$ cat config.mk
export PLATFORM = sky130hd
export DESIGN_NAME = digi_spi_tx
export DESIGN_NICKNAME = d
export VERILOG_FILES = /design/src/rtl/digi_pkg.sv /design/src/rtl/digi_sync_fifo.sv /design/src/rtl/digi_spi_tx.sv
export SDC_FILE = /design/constraint.sdc
export NUM_CORES = 1
export LEC_CHECK = 0
export BUFFER_PORTS_ARGS = -buffer_cell sky130_fd_sc_hd__buf_2
export CORE_MARGIN = 2
export CORE_UTILIZATION = 25
export DETAILED_ROUTE_END_ITERATION = 10
export GPL_ROUTABILITY_DRIVEN = 0
export HOLD_SLACK_MARGIN = 0.06
export PLACE_DENSITY = 0.42
export SYNTH_ARGS = -nofsm -noshare
export SYNTH_HDL_FRONTEND = slang
export SYNTH_SLANG_ARGS = --single-unit
$ cat constraint.sdc
create_clock -name CK50 -period 4.13 [get_ports CK50]
set_clock_uncertainty 0.1 [all_clocks]
set_input_delay 0.6195 -clock CK50 [delete_from_list [all_inputs] [get_ports CK50]]
set_output_delay 0.6195 -clock CK50 [all_outputs]
set_load 0.01 [all_outputs]
$ cat src/rtl/digi_pkg.sv
// Shared definitions for the digitizer readout path: default word width,
// SPI transmitter state encoding and the common clog2 helper.
package digi_pkg;

  localparam int DIGI_WIDTH = 16;

  localparam logic [2:0] ENC_IDLE  = 3'd0;
  localparam logic [2:0] ENC_LOAD  = 3'd1;
  localparam logic [2:0] ENC_SETUP = 3'd2;
  localparam logic [2:0] ENC_SHIFT = 3'd3;
  localparam logic [2:0] ENC_HOLD  = 3'd4;
  localparam logic [2:0] ENC_GAP   = 3'd5;

  typedef enum logic [2:0] {
    ST_IDLE  = ENC_IDLE,
    ST_LOAD  = ENC_LOAD,
    ST_SETUP = ENC_SETUP,
    ST_SHIFT = ENC_SHIFT,
    ST_HOLD  = ENC_HOLD,
    ST_GAP   = ENC_GAP
  } spi_state_e;

  // ceil(log2(value)); clog2(1) = 0
  function automatic int clog2(input int value);
    int r;
    int v;
    r = 0;
    v = value - 1;
    while (v > 0) begin
      r = r + 1;
      v = v >>> 1;
    end
    return r;
  endfunction

endpackage

$ cat src/rtl/digi_sync_fifo.sv
// Single-clock register-based FIFO. Pointers carry one extra MSB so that
// full and empty are distinguishable; a pop on a full FIFO frees the slot
// for a write in the same cycle.
module digi_sync_fifo
  import digi_pkg::*;
#(
  parameter int WIDTH = DIGI_WIDTH,
  parameter int DEPTH = 16
) (
  input  logic                  clk,
  input  logic                  rst_n,
  input  logic                  wr_en,
  input  logic [WIDTH-1:0]      wr_data,
  input  logic                  rd_en,
  output logic [WIDTH-1:0]      rd_data,
  output logic                  full,
  output logic                  empty,
  output logic [clog2(DEPTH):0] level
);

  localparam int AW = clog2(DEPTH);

  logic [WIDTH-1:0] r_mem [DEPTH];
  logic [AW:0]      r_wptr;
  logic [AW:0]      r_rptr;
  logic             w_we;
  logic             w_re;

  assign w_re    = rd_en & ~empty;
  assign w_we    = wr_en & (~full | w_re);
  assign level   = r_wptr - r_rptr;
  assign full    = level[AW];
  assign empty   = (r_wptr == r_rptr);
  assign rd_data = r_mem[r_rptr[AW-1:0]];

  // storage write; contents need no reset since pointers gate visibility
  always_ff @(posedge clk) begin
    if (w_we) r_mem[r_wptr[AW-1:0]] <= wr_data;
  end

  // pointer update, wrapping modulo 2*DEPTH
  always_ff @(posedge clk or negedge rst_n) begin
    if (!rst_n) begin
      r_wptr <= '0;
      r_rptr <= '0;
    end else begin
      if (w_we) r_wptr <= r_wptr + 1'b1;
      if (w_re) r_rptr <= r_rptr + 1'b1;
    end
  end

endmodule

$ cat src/rtl/digi_spi_tx.sv
// Buffers digitizer words and sends each one to the ZYNQ as a mode-0,
// MSB-first SPI frame with its own CS_n assertion. SPI_done pulses once
// per word after CS_n returns high.
module digi_spi_tx
  import digi_pkg::*;
#(
  parameter int WIDTH  = DIGI_WIDTH,
  parameter int DEPTH  = 16,
  parameter int CLKDIV = 2
) (
  input  logic                  CK50,
  input  logic                  RST_n,
  input  logic [WIDTH-1:0]      DIN,
  input  logic                  DIN_VALID,
  output logic                  SCLK,
  output logic                  MOSI,
  output logic                  CS_n,
  output logic                  SPI_done,
  output logic                  BUSY,
  output logic                  OVERFLOW,
  output logic [clog2(DEPTH):0] LEVEL
);

  localparam int DIVW = clog2(CLKDIV + 1);
  localparam int BW   = clog2(WIDTH) + 1;
  localparam logic [DIVW-1:0] DIV_HALF = DIVW'(CLKDIV - 1);
  // the gap carries one extra cycle for the CS_n-high/SPI_done cycle
  localparam logic [DIVW-1:0] DIV_GAP  = DIVW'(CLKDIV);
  localparam logic [BW-1:0]   LAST_BIT = BW'(WIDTH - 1);

  spi_state_e       r_state;
  logic [DIVW-1:0]  r_div;
  logic [BW-1:0]    r_bitcnt;
  logic [WIDTH-1:0] r_shift;
  logic             r_sclk;
  logic             r_cs_n;
  logic             r_done;
  logic             r_ovf;

  logic [WIDTH-1:0]        w_head;
  logic                    w_full;
  logic                    w_empty;
  logic                    w_pop;
  logic [clog2(DEPTH):0]   w_level;

  assign w_pop = (r_state == ST_LOAD);

  digi_sync_fifo #(.WIDTH(WIDTH), .DEPTH(DEPTH)) u_fifo (
    .clk     (CK50),
    .rst_n   (RST_n),
    .wr_en   (DIN_VALID),
    .wr_data (DIN),
    .rd_en   (w_pop),
    .rd_data (w_head),
    .full    (w_full),
    .empty   (w_empty),
    .level   (w_level)
  );

  assign SCLK     = r_sclk;
  assign MOSI     = r_shift[WIDTH-1];
  assign CS_n     = r_cs_n;
  assign SPI_done = r_done;
  assign OVERFLOW = r_ovf;
  assign LEVEL    = w_level;
  assign BUSY     = (w_level != '0) | (r_state != ST_IDLE);

  // sticky overflow: a write lost because the FIFO was full and not popping
  always_ff @(posedge CK50 or negedge RST_n) begin
    if (!RST_n) r_ovf <= 1'b0;
    else if (DIN_VALID && w_full && !w_pop) r_ovf <= 1'b1;
  end

  // frame sequencer; MOSI is the shift-register MSB, cleared outside frames
  always_ff @(posedge CK50 or negedge RST_n) begin
    if (!RST_n) begin
      r_state  <= ST_IDLE;
      r_div    <= '0;
      r_bitcnt <= '0;
      r_shift  <= '0;
      r_sclk   <= 1'b0;
      r_cs_n   <= 1'b1;
      r_done   <= 1'b0;
    end else begin
      r_done <= 1'b0;
      case (r_state)
        ST_IDLE: begin
          r_div <= DIV_HALF;
          if (!w_empty) r_state <= ST_LOAD;
        end
        ST_LOAD: begin
          r_shift  <= w_head;
          r_cs_n   <= 1'b0;
          r_sclk   <= 1'b0;
          r_bitcnt <= '0;
          r_div    <= DIV_HALF;
          r_state  <= ST_SETUP;
        end
        ST_SETUP: begin
          if (r_div == '0) begin
            r_div   <= DIV_HALF;
            r_state <= ST_SHIFT;
          end else begin
            r_div <= r_div - 1'b1;
          end
        end
        ST_SHIFT: begin
          if (r_div != '0) begin
            r_div <= r_div - 1'b1;
          end else begin
            r_div <= DIV_HALF;
            if (!r_sclk) begin
              r_sclk <= 1'b1;
            end else begin
              // falling edge: next bit, unless this was the last one
              r_sclk   <= 1'b0;
              r_bitcnt <= r_bitcnt + 1'b1;
              if (r_bitcnt == LAST_BIT) r_state <= ST_HOLD;
              else r_shift <= {r_shift[WIDTH-2:0], 1'b0};
            end
          end
        end
        ST_HOLD: begin
          if (r_div == '0) begin
            r_cs_n  <= 1'b1;
            r_shift <= '0;
            r_done  <= 1'b1;
            r_div   <= DIV_GAP;
            r_state <= ST_GAP;
          end else begin
            r_div <= r_div - 1'b1;
          end
        end
        ST_GAP: begin
          if (r_div == '0) begin
            r_div   <= DIV_HALF;
            r_state <= w_empty ? ST_IDLE : ST_LOAD;
          end else begin
            r_div <= r_div - 1'b1;
          end
        end
        default: r_state <= ST_IDLE;
      endcase
    end
  end

endmodule
# Word level (Yosys, flattened, before mapping)
# Memory sizes are Yosys's and may differ from the RTL's.
# Cells that the tools add are included.
[classes]
add_sub_neg = 5
n_mul = 0
n_div = 0
magnitude_cmp = 0
eq_ne = 15
shifts = 0
n_mux = 30
n_bitwise = 6
n_reduce_logical = 19
[op_table]
columns = ["cell", "n"]
rows = [
  ["$mux W16", 4],
  ["$pmux W16 S3", 1],
  ["$mux W3", 7],
  ["$pmux W3 S6", 1],
  ["$ne A2 B2 Y1 const B", 8],
  ["$add A5 B1 Y5 const B", 3],
  ["$mux W5", 2],
  ["$pmux W5 S2", 1],
  ["$mux W1", 8],
  ["$pmux W2 S4", 1],
  ["$reduce_and A7 Y1", 1],
  ["$eq A3 B2 Y1 const B", 2],
  ["$eq A3 B3 Y1 const B", 2],
  ["$mux W2", 3],
  ["$reduce_bool A2 Y1", 3],
  ["$reduce_bool A3 Y1", 2],
  ["$eq A5 B4 Y1 const B", 1],
  ["$eq A5 B5 Y1", 1],
  ["$reduce_and A5 Y1", 1],
  ["$reduce_bool A5 Y1", 1],
  ["$sub A5 B5 Y5", 1],
  ["$pmux W1 S2", 2],
  ["$reduce_and A2 Y1", 2],
  ["$reduce_bool A4 Y1", 1],
  ["other kinds (11)", 16],
]
[totals]
reg_bits = 40
latch_bits = 0
mem_bits_rw = 256
romBits = 0
inputBits = 19
output_inout_bits = 11
elab_cells = 86
mem_count = 1
[memory_table]
columns = ["name", "depth", "width", "rd", "rd_ports_with_merged_regs", "write_ports", "line", "source"]
rows = [
  ["u_fifo.r_mem", 16, 16, 1, 0, 1, "digi_sync_fifo.sv:23", "logic [WIDTH-1:0] r_mem [DEPTH];"],
]

# Logic depth before layout (Yosys ltp)
# Gate-level depths: netlist of run 1.
[depth]
depth_word = 7
ltp_mapped = 10

# By module
# A second synthesis of run 1 with hierarchy kept.
[hier_totals]
cells_unflattened = 637
area_unflattened_um2 = 12391.9
[by_module_without_submodules]
columns = ["module", "instances", "cells_per_inst", "area_each_um2", "seq_area_each_um2"]
rows = [
  ["digi_sync_fifo", 1, 442, 10507.6, 7937.6],
  ["digi_spi_tx", 1, 195, 1884.3, 752.0],
]

# Worst setup path before layout of run 1
# OpenSTA, ideal clock, no wires.
[synth_timing]
path_kind = "reg-to-reg"
from = "reg u_fifo.r_wptr[0]"
to = "mem u_fifo.r_mem[3][0] (netlist name), enable pin"
setup_ns = 0.409
arrival_time_ns = 3.172
required_ns = 3.621
setup_slack_ns = 0.449
stages_incl_launch_ff = 10
synth_period_minus_slack_ns = 3.681
path_cell_list = "dfrtp_1 -> inv_1 -> ha_1 -> fa_1 -> nand2b_1 -> a21oi_1 -> xor2_2 -> inv_2 -> a21o_2 -> nor3_1"
[synth_rtl]
columns = ["element", "line", "source"]
rows = [
  ["start: declaration", "digi_sync_fifo.sv:24", "logic [AW:0] r_wptr;"],
  ["start signal: assignment", "digi_sync_fifo.sv:47", "if (w_we) r_wptr <= r_wptr + 1'b1;"],
  ["$sub A5 B5 Y5", "digi_sync_fifo.sv:31", "assign level = r_wptr - r_rptr;"],
  ["via u_fifo.full", "digi_sync_fifo.sv:16", "output logic full,"],
  ["$not A1 Y1", "digi_sync_fifo.sv:30", "assign w_we = wr_en & (~full | w_re);"],
  ["$or A1 B1 Y1", "digi_sync_fifo.sv:30", ""],
  ["$and A1 B1 Y1", "digi_sync_fifo.sv:30", ""],
  ["$mux W1", "digi_sync_fifo.sv:38", "if (w_we) r_mem[r_wptr[AW-1:0]] <= wr_data;"],
  ["$mux W1 (not written as such)", "digi_sync_fifo.sv:38", ""],
  ["end: declaration", "digi_sync_fifo.sv:23", ""],
]
# The timed path passes the listed nets, and every way through them passes these cells.

# Worst setup path in the final report of run 1
[layout_timing]
from = "reg u_fifo.r_wptr[0]"
to = "out BUSY"
[layout_between]
elab_chain_len = 3
[layout_rtl]
columns = ["element", "line", "source"]
rows = [
  ["$sub A5 B5 Y5", "digi_sync_fifo.sv:31", ""],
  ["$reduce_bool A5 Y1", "digi_spi_tx.sv:66", "assign BUSY = (w_level != '0) | (r_state != ST_IDLE);"],
  ["$or A1 B1 Y1", "digi_spi_tx.sv:66", ""],
  ["end: declaration", "digi_spi_tx.sv:19", "output logic BUSY,"],
]
# Every way passes these cells.

==> results.sh, run 1 <==
export IMPL_io_buffer_count=29
export IMPL_grt_pass1_wl_microns=43500
export IMPL_cts_buffers=35
export IMPL_synth_area_sq_um=11800
export IMPL_cts_tree="yes"
export IMPL_synthTopCellsByArea="edfxtp_1, mux4_2, dfrtp_1"
export IMPL_syn_to_final_growth_pct=18.1
export IMPL_die_height_microns=222
export IMPL_ioPinCount=30
export IMPL_cp_startpoint="u_fifo.r_wptr[0]"
export IMPL_reg2reg_to="u_fifo.r_mem[2][14]"
export IMPL_cp_slowest_stage_delay_ns=0.47
export IMPL_vias_per_cell=4.51
export IMPL_initial_core_util=0.254
export IMPL_grt_pass1_vias=6339
export IMPL_r2r_start="u_fifo.r_wptr[0]"
export IMPL_clkSinkCount=296
export IMPL_relSlewSlack=0.322
export IMPL_share_comb_of_total_power=0.226
export IMPL_p_seq_frac=0.429
export IMPL_reg2reg_setup_slack_ns=0.95
export IMPL_core_area_sq_um=46700
export IMPL_crit_end="BUSY"
export IMPL_cts_resized=0
export IMPL_finalNetCount=740
export IMPL_synth_compound_area_share=0.0497
export IMPL_rows=79
export IMPL_diodes=0
export IMPL_synth_top_area_share=0.649
export IMPL_yosysMostFrequentCell="edfxtp_1"
export IMPL_start_kind="flop"
export IMPL_critPathTopFamily="adder cells"
export IMPL_r2r_cells=9
export IMPL_post_cts_buffers=0
export IMPL_die_area_sq_um=49100
export IMPL_synth_area_mux_share=0.124
export IMPL_leakage_nw=4.62
export IMPL_crit_cells=9
export IMPL_antenna_found_initial=0
export IMPL_synth_cell_types=45
export IMPL_utilization=0.300
export IMPL_path_clk_slew_ns=0.06
export IMPL_ctsRootBufferMaster="clkbuf_16"
export IMPL_power_density_nw_per_um2=628
export IMPL_detail_route_antenna_nets=0
export IMPL_synthArstFlopShare=0.135
export IMPL_crit_chain="inv_1, ha_1, fa_1, nand2b_1, a21oi_1, xor2_2, inv_2, or4_1, buf_2"
export IMPL_crit_slowest_cell="or4_1"
export IMPL_yosysSeqAreaShare=0.734
export IMPL_yosys_warnings=0
export IMPL_finalCritPeriodShare=0.928
export IMPL_max_cap_violations=0
export IMPL_switching_share=0.288
export IMPL_synth_xor_area_frac=0.0110
export IMPL_path_class="reg -> out"
export IMPL_hold_violations=0
export IMPL_drt_iter0_drc=573
export IMPL_wl_per_cell_microns=21.3
export IMPL_yosys_area_top_type="edfxtp_1"
export IMPL_grt_usage=0.118
export IMPL_grt_max_degree=49
export IMPL_rsz0062_at_grt="false"
export IMPL_synthFlopType="edfxtp_1"
export IMPL_period_needed_ns=3.83
export IMPL_failed_checks="design-rule violations"
export IMPL_drive_gt1_frac=0.276
export IMPL_die_w_microns=222
export IMPL_hpwlAfterDp_microns=16800
export IMPL_syn_nets=680
export IMPL_synth_simple_area_share=0.0456
export IMPL_critPathCaptureType="output pin"
export IMPL_slew_viol_final=0
export IMPL_grt_overflow_total=0
export IMPL_cp_data_required_time_ns=3.41
export IMPL_vdd_ir_drop_worst_mv=0.222
export IMPL_clk_latency_ns=0.52
export IMPL_p_switching_mw=2.53
export IMPL_synth_adder_area_share=0.0165
export IMPL_finalSetupViolCount=0
export IMPL_status="finished with violations"
export IMPL_cts_buffer_depth=3
export IMPL_clockPowerShare=0.345
export IMPL_synth_seq_cells=296
export IMPL_internal_power_mw=6.25
export IMPL_htreeDepth=2
export IMPL_netlist_top_cells_count="edfxtp_1, mux4_2, dfrtp_1"
export IMPL_syn_avg_cell_area_sq_um=18.3
export IMPL_crit_path_max_fanout=6
export IMPL_fin_setup_tns_ns=0
export IMPL_synthCells=646
export IMPL_drc=3
export IMPL_fmax_ghz=0.261
export IMPL_synth_top_family_by_area="multiplexers"
export IMPL_wirelength_microns=28500
export IMPL_worstMarginPinSlew_ns=1.02
export IMPL_synth_edf_count=256
export IMPL_via_count=6039
export IMPL_cp_buffers_inverters=3
export IMPL_worstPathArrival_ns=3.11
export IMPL_min_path_type="in -> reg"
export IMPL_dr_pass1_iters=9
## registers in the layout, summed over array words and instances, names as in the netlist
signal / cells
SCLK: 1
OVERFLOW: 1
r_state: 3
SPI_done: 1
u_fifo.r_mem: 256
r_div: 2
u_fifo.r_wptr: 5
r_shift: 16
r_bitcnt: 5
CS_n: 1
u_fifo.r_rptr: 5
## placed cells by master, fill, tap and decap left out, drive strengths merged, types with 14 or more instances in the layout
cell type,count
nor3,19
a21oi,14
clkbuf,43
buf,57
nor2,40
mux4,63
edfxtp,256
nand2,37
inv,17
o21ai,17
dfrtp,39
a22oi,21
ha,14
## stage by stage
stage	hold slack, ns	std cells	power [mW]	cell area (sq um)	worst slack [ns]
floorplan	0.224	646	5.20	11800	0.449
global placement	0.351	1275	5.87	12900	0.839
detailed placement	0.349	1275	5.87	12900	0.822
CTS	0.331	1339	8.93	14000	0.261
global route	0.354	1339	9.25	14000	0.0679
finish	0.355	1339	8.78	14000	0.297
## routing by layer
layer / vias to the layer above / GRT usage / wire length (microns)
met3: 40 / 0.0180 / 914
li1: 2705 / - / -
met5: - / 0 / 0
met4: 0 / 0.0351 / 584
met2: 109 / 0.180 / 12800
met1: 3185 / 0.175 / 14200
## area by class of cell
cell class	count	area, sq um
Fill cell	4621	32700
Sequential cell	296	8700
Multi-Input combinational cell	300	2980
Clock buffer	43	937
Tap cell	607	759
Timing Repair Buffer	58	365
Clock inverter	20	191
Inverter	15	56.3
## power by group through the flow
stage | registers (mW) | logic (mW) | clock network, mW
3_5_place_dp | 3.83 | 2.04 | 0
2_1_floorplan | 3.76 | 1.44 | 0
4_1_cts | 3.77 | 2.04 | 3.11
3_3_place_gp | 3.83 | 2.04 | 0
5_1_grt | 3.80 | 2.20 | 3.24
6_report | 3.77 | 1.98 | 3.03
## cell families (layout without fill, tap and decap cells)
logic type | count (synthesis) | after routing
flip-flops | 296 | 296
AND/OR/NAND/NOR | 118 | 118
AO/OA/AOI/OAI | 85 | 85
multiplexers | 68 | 68
buffers and inverters | 50 | 136
adder cells (fa/ha/maj) | 15 | 15
XOR/XNOR | 14 | 14
## how the worst min path moves through the flow
stage	to	startpoint	cells past startpoint
floorplan	OVERFLOW	RST_n	0
global placement	OVERFLOW	OVERFLOW	1
detailed placement	OVERFLOW	OVERFLOW	1
CTS	OVERFLOW	DIN_VALID	2
global route	OVERFLOW	DIN_VALID	2
finish	OVERFLOW	DIN_VALID	2
## what timing repair did
action | 4_1_cts | 5_1_grt
hold buffers | 1 | 0
endpoints found under the hold margin | 20 | 0
endpoints found under the setup margin | 0 | 0
Note: power is estimated with default switching activity, not from simulation.
==> inputs of run 2 (changes only) <==
--- a/config.mk
+++ b/config.mk
@@ -5,13 +5,15 @@
 export SDC_FILE = /design/constraint.sdc
 export NUM_CORES = 1
 export LEC_CHECK = 0
+export ABC_AREA = 0
 export BUFFER_PORTS_ARGS = -buffer_cell sky130_fd_sc_hd__buf_2
+export CAP_MARGIN = 10
 export CORE_MARGIN = 2
-export CORE_UTILIZATION = 25
+export CORE_UTILIZATION = 45
 export DETAILED_ROUTE_END_ITERATION = 10
 export GPL_ROUTABILITY_DRIVEN = 0
 export HOLD_SLACK_MARGIN = 0.06
-export PLACE_DENSITY = 0.42
+export PLACE_DENSITY = 0.64
 export SYNTH_ARGS = -nofsm -noshare
 export SYNTH_HDL_FRONTEND = slang
 export SYNTH_SLANG_ARGS = --single-unit
==> results.sh, run 2 (same netlist as run 1, synthesis figures left out) <==
export IMPL_reg2reg_setup_slack_ns=0.76
export IMPL_die_area_sq_um=27600
export IMPL_clk_latency_ns=0.55
export IMPL_cts_tree="yes"
export IMPL_grt_overflow_total=0
export IMPL_worstPathArrival_ns=3.19
export IMPL_vdd_ir_drop_worst_mv=0.408
export IMPL_core_area_sq_um=25900
export IMPL_rsz0062_at_grt="false"
export IMPL_power_density_nw_per_um2=625
export IMPL_grt_pass1_wl_microns=37500
export IMPL_grt_usage=0.178
export IMPL_worstMarginPinSlew_ns=0.991
export IMPL_die_height_microns=166
export IMPL_max_cap_violations=0
export IMPL_post_cts_buffers=0
export IMPL_wl_per_cell_microns=23.1
export IMPL_utilization=0.523
export IMPL_critPathTopFamily="adder cells"
export IMPL_finalNetCount=733
export IMPL_status="complete, no violations"
export IMPL_fillers=2016
export IMPL_cp_startpoint="u_fifo.r_wptr[0]"
export IMPL_period_needed_ns=3.91
export IMPL_syn_to_final_growth_pct=14.4
export IMPL_layout_commonest_cell="edfxtp_1"
export IMPL_p_seq_frac=0.445
export IMPL_hpwlAfterDp_microns=14400
export IMPL_cp_data_required_time_ns=3.41
export IMPL_htreeDepth=1
export IMPL_fin_setup_tns_ns=0
export IMPL_relSlewSlack=0.339
export IMPL_ioPinCount=30
export IMPL_vias_per_cell=5.75
export IMPL_drc=0
export IMPL_antenna_found_initial=0
export IMPL_grt_pass1_vias=6246
export IMPL_clockPowerShare=0.329
export IMPL_path_class="reg -> out"
export IMPL_largest_reg_flops=256
export IMPL_detail_route_antenna_nets=0
export IMPL_fmax_ghz=0.256
export IMPL_switching_share=0.274
export IMPL_leakage_nw=4.56
export IMPL_share_comb_of_total_power=0.225
export IMPL_initial_core_util=0.457
export IMPL_cts_buffer_depth=3
export IMPL_crit_slowest_cell="or4_1"
export IMPL_crit_chain="inv_1, ha_1, fa_1, nand2b_1, a21oi_1, xor2_2, inv_2, or4_1, buf_2"
export IMPL_min_path_type="in -> async"
export IMPL_cts_resized=0
export IMPL_ff_latch_area_sq_um=8690
export IMPL_cts_hold_fix_buffers=0
export IMPL_slew_viol_final=0
export IMPL_via_count=6081
export IMPL_ctsRootBufferMaster="clkbuf_16"
export IMPL_finalCritPeriodShare=0.946
export IMPL_drt_iter0_drc=627
export IMPL_power_mw=8.47
export IMPL_wirelength_microns=24400
export IMPL_cp_buffers_inverters=3
export IMPL_path_clk_slew_ns=0.07
export IMPL_p_switching_mw=2.32
export IMPL_hold_violations=0
export IMPL_rows=59
export IMPL_r2r_start="u_fifo.r_wptr[0]"
export IMPL_die_w_microns=166
export IMPL_clkSinkCount=296
export IMPL_drive_gt1_frac=0.270
export IMPL_layout_common_cells="edfxtp_1, mux4_2, dfrtp_1, nand2_1"
export IMPL_cp_slowest_stage_delay_ns=0.47
export IMPL_multi_input_area_sq_um=2980
export IMPL_crit_path_max_fanout=6
export IMPL_grt_max_degree=44
export IMPL_diodes=0
export IMPL_finalSetupViolCount=0
export IMPL_start_kind="flop"
export IMPL_io_buffer_count=29
export IMPL_critPathCaptureType="output pin"
export IMPL_cts_buffers=29
export IMPL_internal_power_mw=6.15
export IMPL_dr_pass1_iters=5
run 2: final cells by class:
class / count / area share
Clock buffer: 40 / 0.0581
Clock inverter: 14 / 0.0175
Inverter: 15 / 0.00416
Multi-Input combinational cell: 300 / 0.220
Sequential cell: 296 / 0.642
Tap cell: 335 / 0.0309
Timing Repair Buffer: 57 / 0.0272
run 2: final timing paths:
path	endpoint	depth (start not counted)
max	BUSY	9
min	u_fifo.r_rptr[3]	1
max reg2reg	u_fifo.r_mem[12][8]	9
min reg2reg	OVERFLOW	1
max in group asynchronous	u_fifo.r_rptr[0]	1
min in group CK50	OVERFLOW	2
run 2: power by group through the flow:
| stage | clock network, mW | logic (mW) | registers, mW |
|---|---|---|---|
| floorplan | 0 | 1.44 | 3.76 |
| global placement | 0 | 1.89 | 3.80 |
| detailed placement | 0 | 1.92 | 3.83 |
| CTS | 2.84 | 1.94 | 3.77 |
| global route | 2.96 | 2.10 | 3.80 |
| finish | 2.79 | 1.91 | 3.77 |
run 2: through the flow:
stage	worst slack [ns]	hold slack [ns]	cell area, sq um	instances
finish	0.223	0.146	13500	1057
global route	0.0175	0.209	13500	1057
CTS	0.222	0.167	13500	1057
detailed placement	0.803	0.359	12500	1003
global placement	0.860	0.363	12500	1003
floorplan	0.449	0.224	11800	646
run 2: routing by layer:
layer  global-route usage  share of wire
met5                    0              0
met4               0.0499          0.020
met3               0.0274          0.063
met2                0.286           0.48
met1                0.258           0.44
